<file path="src/rtl/neural_stage_collector.sv">
// Output-side collector for neural_stage: realigns `first` by LATENCY, captures FRAME_LEN-sample frames
// into a two-bank ping-pong buffer and streams them out over valid/ready. Optional: NEURAL_COLLECT_RELU_EN.
module neural_stage_collector #(
    parameter int unsigned LATENCY   = 18,
    parameter int unsigned FRAME_LEN = 16,
    parameter int unsigned WIDTH     = 32
) (
    input  logic             clk,
    input  logic             reset,
    input  logic             first,
    input  logic [WIDTH-1:0] data_in,
    output logic [WIDTH-1:0] out_data,
    output logic             out_valid,
    input  logic             out_ready,
    output logic             out_last,
    output logic             overflow,
    output logic             sync_err,
    output logic [15:0]      frame_count
);

    localparam int unsigned IDX_W = $clog2(FRAME_LEN);
    localparam logic [IDX_W-1:0] LAST_IDX = IDX_W'(FRAME_LEN - 1);

    localparam logic [0:0] W_IDLE = 1'b0;
    localparam logic [0:0] W_CAP  = 1'b1;
    localparam logic [0:0] R_IDLE = 1'b0;
    localparam logic [0:0] R_SEND = 1'b1;

    logic [LATENCY-1:0] dly;
    logic               cap_start;
    logic [WIDTH-1:0]   mem [2*FRAME_LEN];
    logic [WIDTH-1:0]   store_data;

    logic [0:0]       wr_state, wr_state_nxt;
    logic [IDX_W-1:0] wr_idx, wr_idx_nxt, wr_addr;
    logic             wr_bank, wr_bank_nxt;
    logic             wr_en, set_full, bank_free;
    logic             overflow_nxt, sync_err_nxt;

    logic [0:0]       rd_state, rd_state_nxt;
    logic [IDX_W-1:0] rd_idx, rd_idx_nxt;
    logic             rd_bank, rd_bank_nxt;
    logic             clr_full;
    logic [15:0]      frame_count_nxt;

    logic [1:0]       full, full_nxt;

    assign cap_start = dly[LATENCY-1];

`ifdef NEURAL_COLLECT_RELU_EN
    assign store_data = data_in[WIDTH-1] ? '0 : data_in;
`else
    assign store_data = data_in;
`endif

    assign out_valid = (rd_state == R_SEND);
    assign out_last  = out_valid && (rd_idx == LAST_IDX);
    assign out_data  = out_valid ? mem[{rd_bank, rd_idx}] : '0;

    // Read side: drain full banks in order, skipping R_IDLE when the other bank is already waiting.
    always_comb begin
        rd_state_nxt    = rd_state;
        rd_idx_nxt      = rd_idx;
        rd_bank_nxt     = rd_bank;
        clr_full        = 1'b0;
        frame_count_nxt = frame_count;
        case (rd_state)
            R_IDLE: begin
                if (full[rd_bank]) begin
                    rd_state_nxt = R_SEND;
                end
            end
            default: begin
                if (out_ready) begin
                    rd_idx_nxt = rd_idx + IDX_W'(1);
                    if (rd_idx == LAST_IDX) begin
                        clr_full        = 1'b1;
                        rd_bank_nxt     = ~rd_bank;
                        frame_count_nxt = frame_count + 16'd1;
                        if (!full[~rd_bank]) begin
                            rd_state_nxt = R_IDLE;
                        end
                    end
                end
            end
        endcase
    end

    // A bank being emptied this cycle is already free for a new frame.
    assign bank_free = !full[wr_bank] || (clr_full && (rd_bank == wr_bank));

    // Write side: capture one frame per cap_start, restart on an early cap_start.
    always_comb begin
        wr_state_nxt = wr_state;
        wr_idx_nxt   = wr_idx;
        wr_bank_nxt  = wr_bank;
        wr_en        = 1'b0;
        wr_addr      = '0;
        set_full     = 1'b0;
        overflow_nxt = overflow;
        sync_err_nxt = sync_err;
        case (wr_state)
            W_IDLE: begin
                if (cap_start) begin
                    if (bank_free) begin
                        wr_en        = 1'b1;
                        wr_idx_nxt   = IDX_W'(1);
                        wr_state_nxt = W_CAP;
                    end else begin
                        overflow_nxt = 1'b1;
                    end
                end
            end
            default: begin
                wr_en = 1'b1;
                if (cap_start && (wr_idx != LAST_IDX)) begin
                    sync_err_nxt = 1'b1;
                    wr_idx_nxt   = IDX_W'(1);
                end else begin
                    wr_addr    = wr_idx;
                    wr_idx_nxt = wr_idx + IDX_W'(1);
                    if (wr_idx == LAST_IDX) begin
                        set_full     = 1'b1;
                        wr_bank_nxt  = ~wr_bank;
                        wr_state_nxt = W_IDLE;
                    end
                end
            end
        endcase
    end

    always_comb begin
        full_nxt = full;
        if (clr_full) begin
            full_nxt[rd_bank] = 1'b0;
        end
        if (set_full) begin
            full_nxt[wr_bank] = 1'b1;
        end
    end

    always_ff @(posedge clk) begin
        if (reset) begin
            dly         <= '0;
            wr_state    <= W_IDLE;
            wr_idx      <= '0;
            wr_bank     <= 1'b0;
            rd_state    <= R_IDLE;
            rd_idx      <= '0;
            rd_bank     <= 1'b0;
            full        <= '0;
            overflow    <= 1'b0;
            sync_err    <= 1'b0;
            frame_count <= '0;
        end else begin
            dly         <= LATENCY'({dly, first});
            wr_state    <= wr_state_nxt;
            wr_idx      <= wr_idx_nxt;
            wr_bank     <= wr_bank_nxt;
            rd_state    <= rd_state_nxt;
            rd_idx      <= rd_idx_nxt;
            rd_bank     <= rd_bank_nxt;
            full        <= full_nxt;
            overflow    <= overflow_nxt;
            sync_err    <= sync_err_nxt;
            frame_count <= frame_count_nxt;
        end
    end

    // Frame storage; contents need no reset since the full flags gate every read.
    always_ff @(posedge clk) begin
        if (wr_en) begin
            mem[{wr_bank, wr_addr}] <= store_data;
        end
    end

endmodule

</file>
<file path="config.mk">
export PLATFORM = sky130hd
export DESIGN_NAME = neural_stage_collector
export DESIGN_NICKNAME = d
export VERILOG_FILES = /design/src/rtl/neural_stage_collector.sv
export SDC_FILE = /design/constraint.sdc
export NUM_CORES = 1
export LEC_CHECK = 0
export ABC_AREA = 1
export CORE_ASPECT_RATIO = 1.4
export CORE_MARGIN = 4
export CORE_UTILIZATION = 45
export CTS_BUF_LIST = sky130_fd_sc_hd__clkbuf_16
export CTS_CLUSTER_DIAMETER = 60
export DETAILED_ROUTE_END_ITERATION = 6
export DONT_BUFFER_PORTS = 1
export PLACE_DENSITY_LB_ADDON = 0.25
export SETUP_SLACK_MARGIN = 0.5
export SLEW_MARGIN = 10
export SYNTH_ARGS = -nofsm -noshare
export SYNTH_HDL_FRONTEND = slang
export SYNTH_SLANG_ARGS = --single-unit
</file>
<file path="constraint.sdc">
create_clock -name clk -period 3.4 [get_ports clk]
set_input_delay 0.34 -clock clk [delete_from_list [all_inputs] [get_ports clk]]
set_output_delay 0.34 -clock clk [all_outputs]
set_load 0.05 [all_outputs]
</file>
======== Word-level counts from Yosys, hierarchy flattened ========
Memories as Yosys holds them, arrays and structs flattened.
Cells that the tools add are included.
storage, ports and cells
  flip-flop bits (word level) ............. 50
  memory bits (writable) .................. 1,024
  input port bits ......................... 36
  output and inout port bits .............. 52
  word-level logic and storage cells ...... 85
  memories kept ........................... 1
cells by class
  $add $sub $neg .......................... 3
  $lt $le $gt $ge ......................... 5
  eq/ne operators ......................... 4
  muxes and demuxes ....................... 38
  bitwise gates (word level) .............. 8
  reduce and logical (&&, ||, !) cells .... 15
memory list
  memory  depth  width  read ports  clocked after memory_dff  write ports  RTL line  text
  mem     32     32     1           0                         1            31        logic [WIDTH-1:0] mem [2*FRAME_LEN];
operators with widths
  kind                                                        number
  2-to-1 mux 32 bit                                           1
  2-to-1 mux 1 bit                                            27
  2-to-1 mux 4 bit                                            6
  adder 16 x 1 -> 16 bit, second input constant               1
  AND reduction 3 bit                                         3
  adder 4 x 1 -> 4 bit, second input constant                 2
  equality test 4 bit, second input constant                  2
  less-than comparator 1 x 2 -> 1 bit, second input constant  3
  AND reduction 2 bit                                         3
  logical AND 1 bit                                           5
  NOT 1 bit                                                   5
  2-to-1 mux 2 bit                                            2
  != test 4 bit, second input constant                        1
  nonzero test 2 bit                                          2
  AND 2 bit                                                   1
  demux 1 bit (select 1 bit)                                  2
  >= comparator 1 bit, second input constant                  2
  NOT 2 bit                                                   1
  OR 2 bit                                                    1
  equality test 1 bit                                         1
  zero test 1 bit                                             1
  logical OR 1 bit                                            1

======== Longest topological paths before layout ========
Gate-level depths: netlist (run 1).
  depth in word-level cells ............... 11
  mapped depth ............................ 12
  mapped depth without buffers ............ 9

======== Worst setup path after synthesis (run 1) ========
Ideal clock, no wire load.
  path type ............................... register -> register
  start point ............................. register rd_state, in the netlist out_valid
  end point ............................... memory mem[0][0], enable pin
  setup time .............................. 421 ps
  arrival time ............................ 2,735 ps
  data required time ...................... 2,979 ps
  setup slack ............................. 244 ps
  stages on the path, launching flop included .. 8
  path buffers ............................ 1
  period minus slack after synthesis ...... 3,156 ps
  cells stage by stage .................... dfxtp_1 > nand3_1 > nor2_1 > buf_2 > nand2_1 > nand3_1 > nand3_1 > nor2_1
between the ends
  longest elaborated chain between the ends .. 8
ends and longest elaborated chain
  element                                 RTL line  text
  start, declared                         40        logic [0:0] rd_state, rd_state_nxt;
  start signal, assigned                  160       rd_state <= rd_state_nxt;
  2-to-1 mux 1 bit                        67        case (rd_state)
  logical AND 1 bit                       90        assign bank_free = !full[wr_bank] || (clr_full && (rd_bank == wr_bank));
  logical OR 1 bit                        90
  2-to-1 mux 1 bit                        105       if (bank_free) begin
  2-to-1 mux 1 bit                        104       if (cap_start) begin
  2-to-1 mux 1 bit                        102       case (wr_state)
  2-to-1 mux 1 bit                        172       if (wr_en) begin
  2-to-1 mux 1 bit (not written as such)  173       mem[{wr_bank, wr_addr}] <= store_data;
  end, declared                           31
No other way between the ends.

======== Final worst setup path (run 1) ========
  start point ............................. register rd_idx[0]
  end point ............................... output out_data[18]
between the ends
  longest elaborated chain between the ends .. 2
ends and longest elaborated chain
  element                    RTL line  text
  start, declared            41        logic [IDX_W-1:0] rd_idx, rd_idx_nxt;
  start signal, assigned     161       rd_idx <= rd_idx_nxt;
  memory read (32 x 32 bit)  n/a
  2-to-1 mux 32 bit          58        assign out_data = out_valid ? mem[{rd_bank, rd_idx}] : '0;
  end, declared              12        output logic [WIDTH-1:0] out_data,
No other way between the ends.

==> impl_metrics.py, run 1 <==
metrics = {
    "status": {
        "outcome": "complete, no violations",
    },
    "setup_path": {
        "r2r-end": "mem[4][14]",
        "crit_fanout": 18,
        "endpoint_kind": "primary output",
        "worst-setup-path-type": "register to primary output",
        "r2r_cells": 9,
        "r2r-start": "wr_idx[0]",
        "start_kind": "register",
        "r2r_slack_ns": 0.58,
        "worstPathRequired_ns": 3.06,
        "arrival_ns": 2.72,
    },
    "floorplan": {
        "start_util_pct": 45.4,
        "die_x_microns": 274,
        "fp-row-count": 136,
        "core_sq_um": 98200,
        "die_area_sq_um": 104000,
        "die_height_microns": 380,
        "ioPinCount": 88,
    },
    "logic_synthesis": {
        "synth_top_area_cell": "edfxtp_1",
        "ys_ff_latch": 1074,
        "yosysWarnings": 0,
        "synth_edf_count": 1024,
        "yosysSeqAreaShare_pct": 71.3,
        "synthDistinctLibCells": 31,
        "syn_area_sq_um": 44500,
        "yosysTopAreaCellShare_pct": 69.0,
        "synth_ff_type": "edfxtp_1",
        "ys_top_cells_by_area": "edfxtp_1 69%, nand2_1 11%, nand3_1 6.0%",
        "synth.most_common_cell": "nand2_1",
        "postSynthAreaPerCell_sq_um": 10.8,
        "netlist_top_cells_count": "1,302 x nand2_1, 1,024 x edfxtp_1, 532 x nand3_1",
        "synth_cells": 4125,
        "synth_nets": 4164,
        "synthArstFlopShare_pct": 0,
    },
    "timing": {
        "setup_viol": 0,
        "finalMaxSlewViolations": 0,
        "finalSetupTns_ns": 0,
        "worst_pin_slew_ns": 1.24,
        "hold_violations": 0,
        "clock.fmax_mhz": 327,
        "worst_slack_ns": 0.344,
        "relSlewSlack_pct": 16.9,
        "fin_crit_sh_pct": 89.9,
        "fin_crit_ns": 3.06,
        "rsz0062_at_grt": "true",
        "fin_hold_ws_ns": 0.163,
        "final.setup_skew_ns": 0.0593,
    },
    "clocking": {
        "clk_pin_slew_ns": 0.06,
        "numCtsBuffers": 103,
        "cts.sinks": 1074,
        "clock_latency_ns": 0.72,
        "cts_root_buf": "clkbuf_16",
        "h-tree-depth": 3,
        "cts_tree": "done",
        "clockBufferDepth": 3,
    },
    "drt": {
        "highest_layer": "met4",
        "drc": 0,
        "vias": 31800,
        "drt_wl_total_microns": 143000,
        "met1_length_microns": 53600,
        "routed_via_density": 5.55,
        "postRouteAntennaNets": 0,
        "dr_wl_met2_microns": 70700,
        "drt_first_pass_iters": 7,
        "first_iter_violations": 3377,
        "met3WireLength_microns": 12200,
        "routedWlPerCell_microns": 24.9,
    },
    "grt": {
        "grt_pass1_vias": 30300,
        "antenna_found_initial": 1,
        "grt_pass1_wl_microns": 205000,
        "grt_max_degree": 68,
        "grt_overflow": 0,
        "grtUsageTotal_pct": 26.8,
    },
    "placed_design": {
        "place_ws_ns": 0.634,
        "dp_cells": 5372,
        "gp_congestion": 0.802,
        "hpwl_microns": 70000,
        "portBuffers": 0,
    },
    "pwr": {
        "p_per_area_nw_per_um2": 486,
        "p_leak_uw": 0.0209,
        "irDropWorstVdd_uv": 410,
    },
    "worst_hold_path": {
        "worstHoldStart": "reset",
        "whs_endpoint": "rd_bank",
        "whs_path_depth": 3,
        "hp-class": "input pin to register",
    },
    "final_layout": {
        "layout.nets": 4369,
        "final_cells": 5729,
        "area_growth_syn_to_layout_pct": 21.6,
        "nFillCells": 8130,
        "post-route-util_pct": 55.2,
        "drive_gt1_share_pct": 13.8,
    },
    "run": {
        "cap_violations": 0,
    },
}
-- layout by cell type, fill, tap and decap left out, drive strengths merged, types with 2 or more instances in the layout --
| cell | instances |
|---|---|
| inv | 413 |
| a21oi | 51 |
| bufinv | 11 |
| ha | 3 |
| nor3b | 2 |
| o21ai | 171 |
| dlygate4sd3 | 36 |
| clkbuf | 117 |
| dfxtp | 50 |
| nand3 | 532 |
| edfxtp | 1024 |
| clkinv | 46 |
| clkinvlp | 2 |
| nand2 | 1302 |
| nand4 | 4 |
| bufbuf | 5 |
| nor2 | 373 |
| o21bai | 3 |
| buf | 258 |
| nor3 | 5 |
-- logic make-up (layout without fill, tap and decap cells) --
kind of cell    after synthesis  after routing  share of synthesized area (%)
simple gates               2222           2222                           20.3
flops                      1074           1074                           71.3
buf+inv                     596            888                           5.71
compound gates              228            228                           2.60
fa+ha+maj                     3              3                         0.0843
xor+xnor                      2              2                         0.0393
other cells                   0              1                              0
-- state kept, by name, summed over array words and instances, names as in the netlist --
name / cells
wr_state: 1
full: 2
mem: 1024
wr_bank: 1
overflow: 1
out_valid: 1
rd_bank: 1
sync_err: 1
frame_count: 16
rd_idx: 4
wr_idx: 4
dly: 18
-- power breakdown --
group / switching, uW / internal, uW / total, uW
Sequential: 0.500 / 14500 / 14500
Combinational: 237 / 90.2 / 328
Clock: 5090 / 6460 / 11600
Total: 5330 / 21000 / 26300
-- layout make-up --
cell class / count / area, sq um / area share, %
well taps: 1311 / 1640 / 3.03
inverters: 375 / 1460 / 2.70
repair inverters: 10 / 145 / 0.268
multi-input cells: 2455 / 11000 / 20.4
clock inverters: 87 / 743 / 1.37
diodes: 1 / 2.50 / 0.00462
clock buffers: 105 / 2630 / 4.85
flip-flops and latches: 1074 / 31800 / 58.6
repair buffers: 311 / 4760 / 8.79
-- through the flow --
stage	total power [uW]	area [sq um]
3_3_place_gp	14800	47000
5_1_grt	27000	54200
4_1_cts	26400	53400
3_5_place_dp	14800	47000
6_report	26300	54200
2_1_floorplan	14800	44600
-- worst max-delay path by stage --
| stage | startpoint | to | slack (ns) | cells past startpoint |
|---|---|---|---|---|
| after floorplan | out_valid | mem[0][0] | 0.24 | 7 |
| after global placement | rd_idx[0] | out_data[10] | 0.63 | 12 |
| after global routing | rd_idx[0] | out_data[12] | 0.25 | 13 |
| final | rd_idx[0] | out_data[18] | 0.34 | 12 |
| after CTS | rd_idx[0] | out_data[12] | 0.32 | 13 |
| after detailed placement | rd_idx[0] | out_data[10] | 0.63 | 12 |
-- layer usage --
metal	global-route usage, %	vias to the layer above
li1	-	14200
met1	34.8	15600
met2	45.2	1629
met3	4.36	346
met4	10.6	0
met5	0	-
-- what timing repair did --
item / CTS / global route
pin swaps: 32 / 54
setup buffers: 44 / 9
hold endpoints to repair: 1057 / 0
setup endpoints to repair: 32 / 97
hold buffers: 62 / 0
gates cloned: 36 / 13
resized for setup: 214 / 108
-- worst max-delay path, cell delays in order (launching register included) --
cell and delay (ns):
dfxtp_4 0.38, buf_6 0.13, buf_12 0.15, buf_16 0.21, inv_16 0.10, nand2_1 0.08
nand3_1 0.11, a21oi_2 0.19, nor2_1 0.06, nand2_1 0.06, nand2_1 0.09, nor2_4 0.22
buf_8 0.17
(Power assumes the default switching activity.)
==> inputs of run 2 (changes only) <==
Clock period 3.4 ns to 3.8 ns, I/O delays scaled along.
==> impl_metrics.py, run 2 (synthesis gave the netlist of run 1 again) <==
metrics = {
    "grt": {
        "antenna_found_initial": 2,
        "grtUsageTotal_pct": 24.4,
        "grt_overflow": 0,
        "grt_pass1_vias": 29100,
        "grt_max_degree": 87,
        "grt_pass1_wl_microns": 189000,
    },
    "final_layout": {
        "top_register": "mem",
        "post-route-util_pct": 52.5,
        "area_growth_syn_to_layout_pct": 15.6,
        "layout.nets": 4268,
        "top_regs": "mem: 1024 flops, dly: 18 flops, frame_count: 16 flops",
        "drive_gt1_share_pct": 9.28,
        "final_cell_mix": "1,300 x nand2_1, 1,024 x edfxtp_1, 532 x nand3_1, 393 x inv_1, 313 x nor2_1",
        "nFillCells": 8392,
        "largest_reg_flops": 1024,
        "mostFrequentLayoutCell": "nand2_1",
    },
    "timing": {
        "worst_pin_slew_ns": 0.927,
        "fin_crit_ns": 3.29,
        "hold_violations": 0,
        "relSlewSlack_pct": 38.2,
        "setup_viol": 0,
        "fin_crit_sh_pct": 86.6,
        "finalMaxSlewViolations": 0,
        "rsz0062_at_grt": "true",
        "final.setup_skew_ns": 0.0324,
        "finalSetupTns_ns": 0,
        "clock.fmax_mhz": 304,
    },
    "floorplan": {
        "start_util_pct": 45.4,
        "fp-row-count": 136,
        "die_area_sq_um": 104000,
        "die_x_microns": 274,
        "core_sq_um": 98200,
        "ioPinCount": 88,
        "die_height_microns": 380,
    },
    "setup_path": {
        "arrival_ns": 2.91,
        "worst-path-buf-inv": 3,
        "path_common_cell": "nand2_1",
        "crit_end": "out_data[26]",
        "cp_num_cells": 10,
        "crit_path_start": "rd_idx[1]",
        "r2r_slack_ns": 0.82,
        "r2r-end": "mem[17][29]",
        "r2r-start": "wr_idx[1]",
        "cp_top_family": "simple AND/OR/NAND/NOR gates",
        "cpMaxStageDelayCell": "dfxtp_4",
        "endpoint_kind": "primary output",
        "start_kind": "register",
        "r2r_cells": 8,
        "worst-setup-path-type": "register to primary output",
        "crit_fanout": 31,
        "worstPathRequired_ns": 3.42,
        "crit_path_max_incr_delay_ns": 0.53,
        "path_cells": "buf_4 -> buf_16 -> nand3_1 -> nand3_1 -> nand2_1 -> nor2_1 -> nand2_1 -> nand2_1 -> nor2_1 -> buf_4",
    },
    "pwr": {
        "fin_total_pwr_uw": 22800,
        "p_per_area_nw_per_um2": 443,
        "irDropWorstVdd_uv": 430,
        "p_leak_uw": 0.0197,
    },
    "drt": {
        "vias": 30400,
        "drc": 0,
        "drt_wl_total_microns": 130000,
        "drt_first_pass_iters": 6,
        "postRouteAntennaNets": 0,
        "first_iter_violations": 3006,
        "routed_via_density": 5.41,
        "routedWlPerCell_microns": 23.2,
    },
    "clocking": {
        "numCtsBuffers": 99,
        "cts.sinks": 1074,
        "cts_root_buf": "clkbuf_16",
        "h-tree-depth": 3,
        "cts_tree": "done",
        "clk_pin_slew_ns": 0.06,
        "clock_latency_ns": 0.71,
        "clockBufferDepth": 3,
    },
    "status": {
        "outcome": "complete, no violations",
    },
    "placed_design": {
        "gp_congestion": 0.887,
        "hpwl_microns": 71400,
        "portBuffers": 0,
    },
    "worst_hold_path": {
        "hp-class": "input pin to register",
    },
    "run": {
        "cap_violations": 0,
    },
}
run 2: worst min-delay path by stage:
stage,startpoint,endpoint,cells past startpoint
floorplan,dly[9],dly[10],2
global placement,dly[1],dly[2],2
detailed placement,dly[13],dly[14],2
CTS,reset,frame_count[13],3
global route,reset,rd_idx[0],3
finish,reset,frame_count[14],3
run 2: area by class of cell:
type,instances,area [sq um],area share [%]
timing repair buffer,218,2920,5.66
multi-input combinational,2455,10600,20.6
clock buffer,101,2530,4.91
antenna,1,2.50,0.00486
timing repair inverter,6,65.1,0.126
sequential,1074,31800,61.7
tap,1311,1640,3.18
inverter,375,1460,2.83
clock inverter,72,505,0.981
run 2: per-layer routing:
metal / part of all wire [%] / up-vias / routed length (microns) / GRT usage, %
met5: 0.010 / - / 13 / 0
met4: 4.3 / 2 / 5590 / 10.5
met3: 7.3 / 251 / 9550 / 3.13
met2: 50 / 1352 / 65300 / 41.6
met1: 38 / 14800 / 49800 / 31.4
li1: - / 14000 / - / -
run 2: tightest hold or removal path, delay by kind of cell:
| family | cells | cell delay [ns] |
|---|---|---|
| buf+inv | 1 | 0.29 |
| simple gates | 2 | 0.20 |
run 2: where the power goes:
group / total (uW) / switching, uW / internal [uW]
combinational: 341 / 245 / 95.8
clock: 9540 / 4330 / 5210
sequential: 12900 / 0.392 / 12900
total: 22800 / 4570 / 18200
run 2: timing repair:
item,in CTS,in global routing
buffers inserted,8,2
hold buffers,68,0
endpoints found under the hold margin,1057,0
endpoints found under the setup margin,32,27
gates resized for setup,46,36
pin swaps,0,1
cloned,10,6
run 2: through the flow:
| step | hold slack (ns) | setup slack, ns | area, sq um | std cells |
|---|---|---|---|---|
| 2_1_floorplan | 0.388 | 0.644 | 44500 | 4125 |
| 5_1_grt | 0.252 | 0.446 | 51500 | 5612 |
| 3_3_place_gp | 0.390 | 0.855 | 46700 | 5345 |
| 6_report | 0.239 | 0.508 | 51500 | 5613 |
| 4_1_cts | 0.176 | 0.480 | 51200 | 5604 |
| 3_5_place_dp | 0.395 | 0.846 | 46700 | 5345 |
